[config.mk]
export PLATFORM = sky130hd
export DESIGN_NAME = axi_chdr_framer
export DESIGN_NICKNAME = d
export VERILOG_FILES = /design/src/rtl/axi_chdr_framer.sv
export SDC_FILE = /design/constraint.sdc
export NUM_CORES = 1
export LEC_CHECK = 0
export BUFFER_PORTS_ARGS = -buffer_cell sky130_fd_sc_hd__buf_2
export CORE_ASPECT_RATIO = 0.6
export CORE_MARGIN = 3
export CORE_UTILIZATION = 38
export CTS_BUF_LIST = sky130_fd_sc_hd__clkbuf_8
export CTS_CLUSTER_DIAMETER = 200
export DETAILED_ROUTE_END_ITERATION = 8
export PLACE_DENSITY = 0.81
export REMOVE_ABC_BUFFERS = 1
export SLEW_MARGIN = 20
export SYNTH_ARGS = -nofsm -noshare
export SYNTH_HDL_FRONTEND = slang
export SYNTH_SLANG_ARGS = --single-unit
[constraint.sdc]
create_clock -name clk -period 3 [get_ports clk]
set_input_delay 0.15 -clock clk [delete_from_list [all_inputs] [get_ports clk]]
set_output_delay 0.15 -clock clk [all_outputs]
set_load 0.01 [all_outputs]
[src/rtl/axi_chdr_framer.sv]
// axi_chdr_framer: turns a continuous 64-bit sample stream into CHDR packets.
// Each packet is a generated header word, an optional timestamp word, then
// spp payload words. The last payload word carries o_tlast.
// Optional feature macro: CHDR_FRAMER_TIME_EN
//   defined   -> vita_time port exists, has_time=1, a TIME word follows each header
//   undefined -> no vita_time port, header is followed directly by payload
module axi_chdr_framer #(
  parameter int         WIDTH    = 64,
  parameter logic [1:0] PKT_TYPE = 2'b00
) (
  input  logic             clk,
  input  logic             reset,
  input  logic             clear,
  input  logic [31:0]      sid,
  input  logic [15:0]      spp,
`ifdef CHDR_FRAMER_TIME_EN
  input  logic [63:0]      vita_time,
`endif
  input  logic [WIDTH-1:0] i_tdata,
  input  logic             i_tvalid,
  output logic             i_tready,
  output logic [WIDTH-1:0] o_tdata,
  output logic             o_tlast,
  output logic             o_tvalid,
  input  logic             o_tready
);

`ifdef CHDR_FRAMER_TIME_EN
  localparam logic HAS_TIME = 1'b1;
  typedef enum logic [1:0] {S_HEADER, S_TIME, S_PAYLOAD} state_t;
`else
  localparam logic HAS_TIME = 1'b0;
  typedef enum logic [1:0] {S_HEADER, S_PAYLOAD} state_t;
`endif

  state_t      state_q, state_d;
  logic [11:0] seqnum_q, seqnum_d;
  logic [15:0] cnt_q, cnt_d;
  logic [15:0] spp_q, spp_d;
`ifdef CHDR_FRAMER_TIME_EN
  logic [63:0] time_q, time_d;
`endif

  logic        soft_rst;
  logic        hs;
  logic        last_word;
  logic [15:0] spp_eff;
  logic [15:0] pkt_len;
  logic [63:0] hdr_word;

  assign soft_rst = reset | clear;
  assign hs       = o_tvalid & o_tready;

  // spp of zero still carries one payload word; length wraps modulo 2^16.
  // The header is built from the live sid/spp because it is emitted in the
  // very cycle those inputs are sampled; only spp is needed afterwards.
  always_comb begin
    spp_eff   = (spp == 16'd0) ? 16'd1 : spp;
    pkt_len   = (spp_eff + 16'd1 + {15'd0, HAS_TIME}) << 3;
    hdr_word  = {PKT_TYPE, HAS_TIME, 1'b0, seqnum_q, pkt_len, sid};
    last_word = (cnt_q == (spp_q - 16'd1));
  end

  // State and packet bookkeeping registers; reset and clear act identically.
  always_ff @(posedge clk) begin
    if (soft_rst) begin
      state_q  <= S_HEADER;
      seqnum_q <= '0;
      cnt_q    <= '0;
      spp_q    <= '0;
`ifdef CHDR_FRAMER_TIME_EN
      time_q   <= '0;
`endif
    end else begin
      state_q  <= state_d;
      seqnum_q <= seqnum_d;
      cnt_q    <= cnt_d;
      spp_q    <= spp_d;
`ifdef CHDR_FRAMER_TIME_EN
      time_q   <= time_d;
`endif
    end
  end

  // Next-state logic: advance on each output handshake.
  always_comb begin
    state_d = state_q;
    unique case (state_q)
      S_HEADER: begin
        if (hs) begin
`ifdef CHDR_FRAMER_TIME_EN
          state_d = S_TIME;
`else
          state_d = S_PAYLOAD;
`endif
        end
      end
`ifdef CHDR_FRAMER_TIME_EN
      S_TIME: begin
        if (hs) state_d = S_PAYLOAD;
      end
`endif
      S_PAYLOAD: begin
        if (hs && last_word) state_d = S_HEADER;
      end
      default: state_d = S_HEADER;
    endcase
  end

  // Latch per-packet parameters at the header, count payload handshakes.
  always_comb begin
    seqnum_d = seqnum_q;
    cnt_d    = cnt_q;
    spp_d    = spp_q;
`ifdef CHDR_FRAMER_TIME_EN
    time_d   = time_q;
`endif
    if (state_q == S_HEADER && hs) begin
      seqnum_d = seqnum_q + 12'd1;
      cnt_d    = '0;
      spp_d    = spp_eff;
`ifdef CHDR_FRAMER_TIME_EN
      time_d   = vita_time;
`endif
    end
    if (state_q == S_PAYLOAD && hs) begin
      cnt_d = last_word ? '0 : (cnt_q + 16'd1);
    end
  end

  // Output decode; handshake paths are combinational, reset masks them.
  always_comb begin
    o_tdata  = '0;
    o_tvalid = 1'b0;
    o_tlast  = 1'b0;
    i_tready = 1'b0;
    unique case (state_q)
      S_HEADER: begin
        // Header waits for the packet's first sample without consuming it.
        o_tdata  = hdr_word;
        o_tvalid = i_tvalid;
      end
`ifdef CHDR_FRAMER_TIME_EN
      S_TIME: begin
        o_tdata  = time_q;
        o_tvalid = 1'b1;
      end
`endif
      S_PAYLOAD: begin
        o_tdata  = i_tdata;
        o_tvalid = i_tvalid;
        i_tready = o_tready;
        o_tlast  = last_word;
      end
      default: ;
    endcase
    if (soft_rst) begin
      o_tvalid = 1'b0;
      o_tlast  = 1'b0;
      i_tready = 1'b0;
    end
  end

endmodule

==> impl_metrics.env <==
export IMPL_root_buffer="clkbuf_8"
export IMPL_hpwl_mm=8.934
export IMPL_antenna_found_initial=0
export IMPL_dp_slack_ns=0.2799
export IMPL_postLayoutCoreUtil_pct=53.10
export IMPL_crit_path_start_kind="register"
export IMPL_ioPinCount=184
export IMPL_p_clk_share_pct=32.1
export IMPL_slew_viol_final=0
export IMPL_run_status="finished clean"
export IMPL_port_buffers=183
export IMPL_clock_sinks=45
export IMPL_synth_ff_type="dfxtp_1"
export IMPL_worstMarginPinSlew_ns=0.8025
export IMPL_period_needed_ns=2.793
export IMPL_cts_buffers=5
export IMPL_htree_levels=2
export IMPL_groute_usage_overall_pct=20.20
export IMPL_cap_violations=0
export IMPL_ys_ff_latch=45
export IMPL_initial_core_util_pct=40.67
export IMPL_final_area_um2=4716
export IMPL_drtAntennaViolNets=0
export IMPL_timing_fmax_mhz=358.1
export IMPL_drt_iter0_drc=230
export IMPL_antenna_cells=0
export IMPL_synth_edf_count=0
export IMPL_nets=737
export IMPL_fin_ws_ns=0.2074
export IMPL_clk_pin_slew_ns=0.09
export IMPL_die_w_um=131.9
export IMPL_ir_worst_vdd_mv=0.1684
export IMPL_hold_violations=0
export IMPL_p_sw_share_pct=27.90
export IMPL_power_frac_comb_pct=22.2
export IMPL_p_int_uw=957.7
export IMPL_p_per_area_nw_per_um2=281.7
export IMPL_vias_per_cell=5.254
export IMPL_num_rows=26
export IMPL_syn_avg_cell_area_um2=8.009
export IMPL_grt_pass1_wl_mm=17.99
export IMPL_drt_total_wl_mm=11.10
export IMPL_crit_required_ns=2.85
export IMPL_seqPwrFrac_pct=45.7
export IMPL_fin_crit_sh_pct=93.09
export IMPL_async_flop_share_pct=0
export IMPL_drt_pass1_iterations=7
export IMPL_crit_fanout=6
export IMPL_place_inst=734
export IMPL_crit_type="register to primary output"
export IMPL_finalPower_mw=1.328
export IMPL_hold_class="primary input to register"
export IMPL_syn_area_um2=3612
export IMPL_power_leakage_nw=2.004
export IMPL_hold_ws_ns=0.08686
export IMPL_cp_arrival_ns=2.64
export IMPL_place_area_um2=4586
export IMPL_clk_insertion_delay_late_ns=0.31
export IMPL_slew_headroom_pct=46.09
export IMPL_syn_inst=451
export IMPL_setup_tns_ns=0
export IMPL_die_h_um=81.52
export IMPL_cts_max_path_buffers=2
export IMPL_drive_gt1_share_pct=42.95
export IMPL_cts_tree="built"
export IMPL_die_area_um2=10750
export IMPL_gp_congestion=0.9565
export IMPL_switchingPower_uw=370.5
export IMPL_num_vias=3904
export IMPL_crit_path_end_kind="primary output"
export IMPL_ys_warn_count=0
export IMPL_ys_seq_area_share_pct=24.94
export IMPL_routedWlPerCell_um=14.94
export IMPL_coreArea_um2=8881
export IMPL_rsz0062_at_grt="true"
export IMPL_setup_violations=0
export IMPL_drc=0
export IMPL_worst_clock_skew_ns=0.006045
export IMPL_final_cell_count_no_fill=743
export IMPL_synthDistinctLibCells=57
export IMPL_area_growth_synth_to_final_pct=30.55
export IMPL_grt_ovfl_total=0
export IMPL_grt_pass1_vias=3706
export IMPL_grt_max_degree=61
[critical path, cell delays in order, from the launching register on]
cell	delay, ns
dfxtp_1	0.40
inv_1	0.15
ha_1	0.28
nor4b_4	0.38
xnor2_1	0.18
a31oi_1	0.15
nor2_1	0.12
nand4bb_1	0.13
nor4_1	0.34
buf_2	0.19
[layer usage]
metal,track usage (%),vias to the layer above,share of wire (%)
met5,0,-,0
met4,3.983,0,0.73
met1,27.15,1807,48
li1,-,1948,-
met2,33.08,139,45
met3,5.386,10,7.0
[cell families after synthesis]
kind of cell	after synthesis	synth area share, %
AO/OA/AOI/OAI	80	15.52
XOR/XNOR	39	9.837
adder cells (fa/ha/maj)	4	1.386
buffers and inverters	38	4.711
flip-flops	45	24.94
multiplexers	47	14.55
AND/OR/NAND/NOR	198	29.06
[final cells by class]
cell class / count / area (µm²)
well taps: 126 / 157.7
repair buffers: 189 / 973.4
flip-flops and latches: 45 / 902.1
clock buffers: 7 / 96.34
fillers: 840 / 4165
clock inverters: 1 / 5.005
multi-input cells: 368 / 2555
inverters: 7 / 26.28
[cells in the final DEF (no fill, tap or decap), types with 3 or more instances in the layout]
cell,instances
mux2_2,44
o21ai_1,6
xnor2_1,16
clkbuf_8,7
or3_1,8
or2_2,3
o311ai_2,6
nand4_1,17
nand2_1,81
nor2b_1,3
buf_4,5
buf_2,183
a31oi_1,3
a21oi_1,22
inv_1,7
ha_1,4
a211o_1,3
xor2_1,22
nor3_1,9
and3_1,7
nand3_1,17
dfxtp_1,44
o311ai_1,4
nor2_1,20
mux2i_1,3
o21ai_0,21
nor4_1,6
and2_1,9
[cell usage after synthesis, drive strengths merged (6+ instances only)]
master	n	share of area [%]
a21oi	22	3.0
and2	9	1.6
and3	7	1.2
buf	11	1.9
clkbuf	20	2.1
dfxtp	45	25
inv	7	0.73
mux2	44	14
nand2	82	8.7
nand3	17	2.4
nand4	17	2.9
nor2	20	2.1
nor3	12	2.1
nor4	6	1.0
o21ai	27	3.7
o311ai	11	3.9
or3	9	1.7
xnor2	16	3.9
xor2	22	5.3
[worst paths after layout]
check / startpoint / to / slack (ns) / depth (start not counted)
min reg2reg: spp_q[15] / spp_q[15] / 0.48 / 2
max reg2reg: spp_q[0] / cnt_q[15] / 0.22 / 10
min: spp[13] / spp_q[13] / 0.09 / 3
max: spp_q[0] / o_tlast / 0.21 / 9
[power by group through the flow]
stage	Clock, mW	Sequential, mW	Combinational (mW)
2_1_floorplan	0	0.624	0.132
3_3_place_gp	0	0.620	0.286
6_report	0.427	0.606	0.295
5_1_grt	0.453	0.607	0.323
4_1_cts	0.427	0.606	0.295
3_5_place_dp	0	0.620	0.294
[sequential cells by signal, summed over array words and instances, names as in the netlist]
| name | count |
|---|---|
| cnt_q | 16 |
| spp_q | 16 |
| seqnum_q | 12 |
| state_q | 1 |
[timing repair]
action,in CTS,in global routing
resized for setup,0,1
endpoints found under the setup margin,0,15
buffers inserted,0,1
hold buffers,0,0
Note: power is estimated with default switching activity, not from simulation.
